<file path="config.mk">
export PLATFORM = sky130hd
export DESIGN_NAME = timer_dev
export DESIGN_NICKNAME = d
export VERILOG_FILES = /design/src/rtl/timer_dev_pkg.sv /design/src/rtl/timer_dev.sv
export SDC_FILE = /design/constraint.sdc
export NUM_CORES = 1
export LEC_CHECK = 0
export CAP_MARGIN = 10
export CELL_PAD_IN_SITES_DETAIL_PLACEMENT = 0
export CELL_PAD_IN_SITES_GLOBAL_PLACEMENT = 1
export CORE_MARGIN = 2
export CORE_UTILIZATION = 40
export CTS_BUF_LIST = sky130_fd_sc_hd__clkbuf_4 sky130_fd_sc_hd__clkbuf_8
export DETAILED_ROUTE_END_ITERATION = 8
export PLACE_DENSITY_LB_ADDON = 0.1
export SYNTH_ARGS = -nofsm -noshare
export SYNTH_HDL_FRONTEND = slang
export SYNTH_SLANG_ARGS = --single-unit
</file>
<file path="constraint.sdc">
create_clock -name clk -period 3.19 [get_ports clk]
set_input_delay 0.638 -clock clk [delete_from_list [all_inputs] [get_ports clk]]
set_output_delay 0.638 -clock clk [all_outputs]
set_load 0.05 [all_outputs]
</file>
<file path="src/rtl/timer_dev_pkg.sv">
// Shared definitions for the memory-mapped countdown timer: FSM encoding,
// register offsets, CTRL field positions and the device window base.
package timer_dev_pkg;

  typedef enum logic [1:0] {
    StIdle = 2'd0,
    StLoad = 2'd1,
    StCnt  = 2'd2,
    StInt  = 2'd3
  } state_e;

  localparam logic [1:0] OffCtrl   = 2'd0;
  localparam logic [1:0] OffPreset = 2'd1;
  localparam logic [1:0] OffCount  = 2'd2;

  localparam int unsigned CtrlEnBit   = 0;
  localparam int unsigned CtrlModeLsb = 1;
  localparam int unsigned CtrlModeMsb = 2;
  localparam int unsigned CtrlImBit   = 3;

  // Only EN, MODE and IM are stored; every other CTRL bit reads 0.
  localparam logic [31:0] CtrlMask = 32'h0000_000F;

  localparam logic [1:0] ModeOneShot  = 2'd0;
  localparam logic [1:0] ModePeriodic = 2'd1;

  // Second device slot on the peripheral bridge.
  localparam logic [31:0] TimerBaseAddr = 32'h0000_7F10;

endpackage

</file>
<file path="src/rtl/timer_dev.sv">
// Countdown timer on the peripheral bridge: CTRL/PRESET/COUNT registers, a four-state
// load/count/interrupt FSM, byte-merged writes and a level interrupt gated by IM.
module timer_dev
  import timer_dev_pkg::*;
(
  input  logic        clk,
  input  logic        reset,
  input  logic [1:0]  addr,
  input  logic        we,
  input  logic [3:0]  be,
  input  logic [31:0] wd,
  output logic [31:0] rd,
  output logic        irq
);

  function automatic logic [31:0] be_merge(input logic [31:0] old_val,
                                           input logic [31:0] new_val,
                                           input logic [3:0]  lanes);
    logic [31:0] res;
    res = old_val;
    for (int i = 0; i < 4; i++) begin
      if (lanes[i]) res[8*i +: 8] = new_val[8*i +: 8];
    end
    return res;
  endfunction

  state_e      state_q, state_d;
  logic [31:0] ctrl_q, ctrl_d;
  logic [31:0] preset_q, preset_d;
  logic [31:0] count_q, count_d;
  logic        irq_flag_q, irq_flag_d;
  logic [31:0] ctrl_fsm;

  logic        wr_ctrl, wr_preset;
  logic        en;
  logic [1:0]  mode;

  assign wr_ctrl   = we && (addr == OffCtrl);
  assign wr_preset = we && (addr == OffPreset);
  assign en        = ctrl_q[CtrlEnBit];
  assign mode      = ctrl_q[CtrlModeMsb:CtrlModeLsb];

  always_comb begin
    state_d    = state_q;
    count_d    = count_q;
    irq_flag_d = irq_flag_q;
    ctrl_fsm   = ctrl_q;

    // CPU clear comes first so an FSM set in the same cycle overrides it.
    if (wr_ctrl || wr_preset) irq_flag_d = 1'b0;

    unique case (state_q)
      StIdle: begin
        if (en) state_d = StLoad;
      end
      StLoad: begin
        count_d = preset_q;
        state_d = StCnt;
      end
      StCnt: begin
        if (!en) begin
          state_d = StIdle;
        end else if (count_q > 32'd1) begin
          count_d = count_q - 32'd1;
        end else begin
          count_d    = 32'd0;
          irq_flag_d = 1'b1;
          state_d    = StInt;
        end
      end
      StInt: begin
        if (mode == ModePeriodic) begin
          irq_flag_d = 1'b0;
          state_d    = StLoad;
        end else begin
          // One-shot and the reserved modes disable the timer.
          ctrl_fsm[CtrlEnBit] = 1'b0;
          state_d             = StIdle;
        end
      end
      default: state_d = StIdle;
    endcase

    // The CPU write is merged over the FSM-updated value, so the CPU wins on EN.
    ctrl_d = ctrl_fsm;
    if (wr_ctrl) ctrl_d = be_merge(ctrl_fsm, wd, be) & CtrlMask;

    preset_d = preset_q;
    if (wr_preset) preset_d = be_merge(preset_q, wd, be);
  end

  always_ff @(posedge clk) begin
    if (reset) begin
      state_q    <= StIdle;
      ctrl_q     <= 32'd0;
      preset_q   <= 32'd0;
      count_q    <= 32'd0;
      irq_flag_q <= 1'b0;
    end else begin
      state_q    <= state_d;
      ctrl_q     <= ctrl_d;
      preset_q   <= preset_d;
      count_q    <= count_d;
      irq_flag_q <= irq_flag_d;
    end
  end

  always_comb begin
    rd = 32'd0;
    case (addr)
      OffCtrl:   rd = ctrl_q;
      OffPreset: rd = preset_q;
      OffCount:  rd = count_q;
      default:   rd = 32'd0;
    endcase
  end

  assign irq = irq_flag_q & ctrl_q[CtrlImBit];

endmodule

</file>
======== Word-level counts from Yosys, hierarchy flattened ========
Index checks and enable logic that the tools add are counted.
W data, S select, Z words.
word-level totals
  register bits after elaboration ......... 71
  output and inout bits ................... 33
  input bits .............................. 41
  logic and storage cells ................. 52
operators by class
  $add $sub $neg .......................... 1
  $lt $le $gt $ge ......................... 1
  eq/ne operators ......................... 9
  muxes and demuxes ....................... 18
  bitwise operators ....................... 1
  reductions and logical operators ........ 13
operator list
  kind                     number
  $pmux W32 S3             1
  $mux W32                 2
  $pmux W32 S2             1
  $gt A32 B1 Y1 const B    1
  $sub A32 B1 Y32 const B  1
  $reduce_and A2 Y1        7
  $mux W1                  9
  $pmux W2 S4              1
  $eq A2 B1 Y1 const B     3
  $eq A2 B2 Y1 const B     3
  $mux W2                  3
  $logic_not A2 Y1         2
  $ne A2 B2 Y1 const B     2
  $ne A3 B3 Y1 const B     1
  $logic_and A1 B1 Y1      2
  $pmux W1 S2              1
  $reduce_bool A2 Y1       1
  $and A1 B1 Y1            1
  $logic_or A1 B1 Y1       1

======== Logic depth before layout (Yosys ltp) ========
Gate-level depths: netlist of the first run.
  depth in word-level cells ............... 7
  gate-level depth with buffers ........... 8
  gate-level depth less buffers ........... 7

======== Worst setup path before layout of the first run ========
No wires, ideal clock.
  path type ............................... input to output
  from .................................... in addr[0]
  to ...................................... out rd[0]
  setup slack ............................. 0.392 ns
  data arrival time ....................... 2.160 ns
  buffers on the path ..................... 3
  data required time ...................... 2.552 ns
  stages on the path ...................... 6
  path through ............................ clkbuf_1 -> nor2b_1 -> clkbuf_1 -> buf_1 -> nand2_1 -> o21ai_0
on the way
  longest elaborated chain between the ends .. 2
  elaborated cells on any way between the ends .. 4
  classes of those cells .................. eq/ne (2); mux (1); reduce/logical (1)
RTL lines
  element                                     line              text
  start: declaration                          timer_dev.sv:8    input logic [1:0] addr,
  $eq A2 B2 Y1, or another cell as far along  timer_dev.sv:110  case (addr)
  $pmux W32 S3 *                              timer_dev.sv:110
  end: declaration                            timer_dev.sv:12   output logic [31:0] rd,
Every way passes the cells marked *; elsewhere a longest branch is shown, timed or not.

======== Worst setup path after layout of the first run ========
  from .................................... in addr[0]
  to ...................................... out rd[2]
Same word-level chain as after synthesis.

==> impl_results.md, run 1 <==
- Status: finished clean
- Vias: 4431
- DP Wirelength: just over 9000 µm
- H-Tree Depth: 3
- Most common cell after layout, fill and taps aside: nand2_1
- Critical Path Fanout Max: 22
- Layout Utilization: 55.4%
- Worst reg2reg startpoint: count_q[9]$_SDFFE_PP0P_
- Max-slew headroom: 45.1%
- R2R setup slack: 0.46 ns
- Number of global-route vias before repair: 4146
- Routability Congestion: 0.909
- Routed Wire Length: 13300 µm
- Avg Cell Area, Syn: ~7.5 µm²
- Reg area: around 1400 µm²
- First-pass GRT wire length: 21900 µm
- Post-layout nets: roughly 640
- Critical path endpoint category: primary output
- Drt wl/cell: 18.1 µm
- Final setup fails: 0
- Post-CTS setup buffer count: 0
- Quantity of hold-fixing buffers added after cts: 0
- Finished Layout Cells: about 730
- Static Leakage: 1.96 nW
- Share of the synthesized area in the top cell type: 34.8%
- Initial Utilization: between 40 and 50%
- Max Fclk: ~350 MHz
- Req. time, crit path: roughly 2.6 ns
- Hold Startpoint: preset_q[9]$_SDFFE_PP0P_
- Core ar.: 9820 µm²
- Initial antenna violation count: 0
- Commonest non-fill, non-tap cells in the layout: nand2_1 (86), dfxtp_1 (71), a21oi_1 (58)
- Hold Path End: preset_q[9]$_SDFFE_PP0P_
- Reg clk slew, reported paths: about 0.09 ns
- Synth area leaders: dfxtp_1 (35%), nand2_1 (7.9%), a21oi_1 (7.1%)
- Num ports: 74
- Gr usage total: 24.6%
- RSZ-0062 raised after global routing: false
- Min-delay worst type: flop to flop
- Synthesized flop and latch total: 71
- Drt initial violations: 274
- Worst setup SP type: input pin
- Register area share after synthesis: between 30% and 40%
- Power Dens Cells: 393 nW/µm²
- Synth area leader: dfxtp_1
- Inst Count DP: around 720
- Share of layout cells above drive strength 1: between 10 and 15%
- Max-cap violation count: 0
- Clock tree buffer depth: 2
- Final worst path period share: 88.4%
- Post-synth top flop: dfxtp_1
- CTS Buf Count: 9
- Remaining Overflow, GRT: 0
- CTS tree: yes
- Post-CTS sizing: 0
- First-pass detailed-route iteration total: 6
- Clk sinks: between 70 and 80
- Filler cells: 970
- Fraction of registers with async set/reset: 0%
- Setup CP Type: input pin to primary output
- Syn nets: 586
- Final Skew: 0.0115 ns
- Fin. max-slew vios: 0
- # DRC: 0
- Die area: 11000 µm²
- Min Tclk post-route: between 2 and 3 ns
- Overall Power: between 2 and 2.5 mW
- Setup_tns: 0 ns
- Final Hold Viols: 0
- Largest net degree at the start of global routing: 32
- DIE WIDTH: 105 µm
- Footprint of the multi-input gates: 2430 µm²
- Post-synth cell types: 57
- Critical Path AT: 2.18 ns
- IO Port Bufs: 73
- Area of the mapped netlist: 4080 µm²
- Die span in y: 105 µm
- Maximum VDD drop: 0.251 mV
- Antenna fix cells: 0
- Worst slew pin tran: 0.817 ns
- Area Overhead vs Synth: 33.3%
- Worst skew pair latency: 0.35 ns
- Row count: 36
- Reg2Reg Depth: 5
- Vias per cell: 6.06
- Clock root cell: clkbuf_8
- Hold Path Stages: 2
- Antenna Violating Nets Remaining: 0
- Critical register-to-register path endpoint: count_q[29]$_SDFFE_PP0P_
- Yosys warns: 0
- Post-synth EDFFs: 0
- Cell count after synthesis: between 500 and 600
==> worst max-delay path, stage by stage <==
cell and delay, ns:
clkdlybuf4s50_1 0.62, nor2b_2 0.21, buf_4 0.28, nand2_1 0.08, o21ai_0 0.16, buf_12 0.19
==> power breakdown <==
| part | switching (mW) | leakage [nW] | internal [mW] | total (mW) |
|---|---|---|---|---|
| combinational | 0.190 | 1.26 | 0.130 | 0.321 |
| clock | 0.379 | 0.123 | 0.522 | 0.902 |
| sequential | 0.0177 | 0.573 | 0.899 | 0.917 |
==> layer usage <==
metal / track usage [%] / share of wire [%] / up-vias
li1: - / - / 2125
met1: 36.6 / 48 / 2109
met2: 35.9 / 43 / 179
met3: 4.80 / 7.1 / 18
met4: 6.86 / 1.2 / 0
met5: 0 / 0 / -
==> layout make-up <==
| type | count | area share, % |
|---|---|---|
| Inverter | 5 | 0.345 |
| Clock buffer | 9 | 2.28 |
| Tap cell | 133 | 3.06 |
| Timing Repair Buffer | 89 | 21.4 |
| Sequential cell | 71 | 26.1 |
| Multi-Input combinational cell | 417 | 44.6 |
| Clock inverter | 7 | 2.23 |
==> stage by stage <==
| step | worst slack (ns) | instance area, µm² | hold WS, ns |
|---|---|---|---|
| 2_1_floorplan | 0.392 | 4080 | 0.445 |
| 3_3_place_gp | 0.408 | 5200 | 0.463 |
| 3_5_place_dp | 0.365 | 5200 | 0.469 |
| 4_1_cts | 0.353 | 5440 | 0.481 |
| 5_1_grt | 0.238 | 5440 | 0.501 |
| 6_report | 0.371 | 5440 | 0.482 |
==> flip-flops by register name, indices dropped and copies added (netlist names) <==
name        flops
count_q        32
irq_flag_q      1
ctrl_q          4
preset_q       32
state_q         2
==> cell usage after synthesis (4+ instances only) <==
cell type,count
nor2b_1,6
nand2_1,86
nand4_1,10
nand3b_1,5
mux2i_1,7
a211oi_1,18
nand2b_1,4
a22o_1,28
and2_1,4
o21ai_0,28
dfxtp_1,71
a21oi_1,58
nand3_1,29
a31oi_1,11
nor2_1,32
or4_1,8
and3_1,8
or3_1,6
clkbuf_1,40
inv_1,5
buf_2,4
nor4_1,15
buf_6,4
nor3_1,7
==> cells by family after synthesis <==
logic type	Yosys count	synth area share (%)
compound gates	171	27.3
xor+xnor	2	0.429
fa+ha+maj	2	0.613
buf+inv	55	5.95
flops	71	34.8
mux	7	1.72
simple gates	235	29.1
==> worst max path at each step <==
stage,start,end,slack [ns],cells past startpoint
finish,addr[0],rd[2],0.37,6
global placement,addr[0],rd[2],0.41,6
detailed placement,addr[0],rd[2],0.36,6
floorplan,addr[0],rd[0],0.39,6
global route,addr[0],rd[2],0.24,6
CTS,addr[0],rd[2],0.35,6
Power figures use the tool's default switching activity.
==> run 2, diff against run 1 <==
--- a/config.mk
+++ b/config.mk
@@ -5,6 +5,7 @@
 export SDC_FILE = /design/constraint.sdc
 export NUM_CORES = 1
 export LEC_CHECK = 0
+export ABC_CLOCK_PERIOD_IN_PS = 3190
 export CAP_MARGIN = 10
 export CELL_PAD_IN_SITES_DETAIL_PLACEMENT = 0
 export CELL_PAD_IN_SITES_GLOBAL_PLACEMENT = 1
@@ -13,6 +14,7 @@
 export CTS_BUF_LIST = sky130_fd_sc_hd__clkbuf_4 sky130_fd_sc_hd__clkbuf_8
 export DETAILED_ROUTE_END_ITERATION = 8
 export PLACE_DENSITY_LB_ADDON = 0.1
+export SKIP_CTS_REPAIR_TIMING = 1
 export SYNTH_ARGS = -nofsm -noshare
 export SYNTH_HDL_FRONTEND = slang
 export SYNTH_SLANG_ARGS = --single-unit
==> results of run 2 <==
Same layout as run 1: the final DEF is identical, and so are final timing and power.
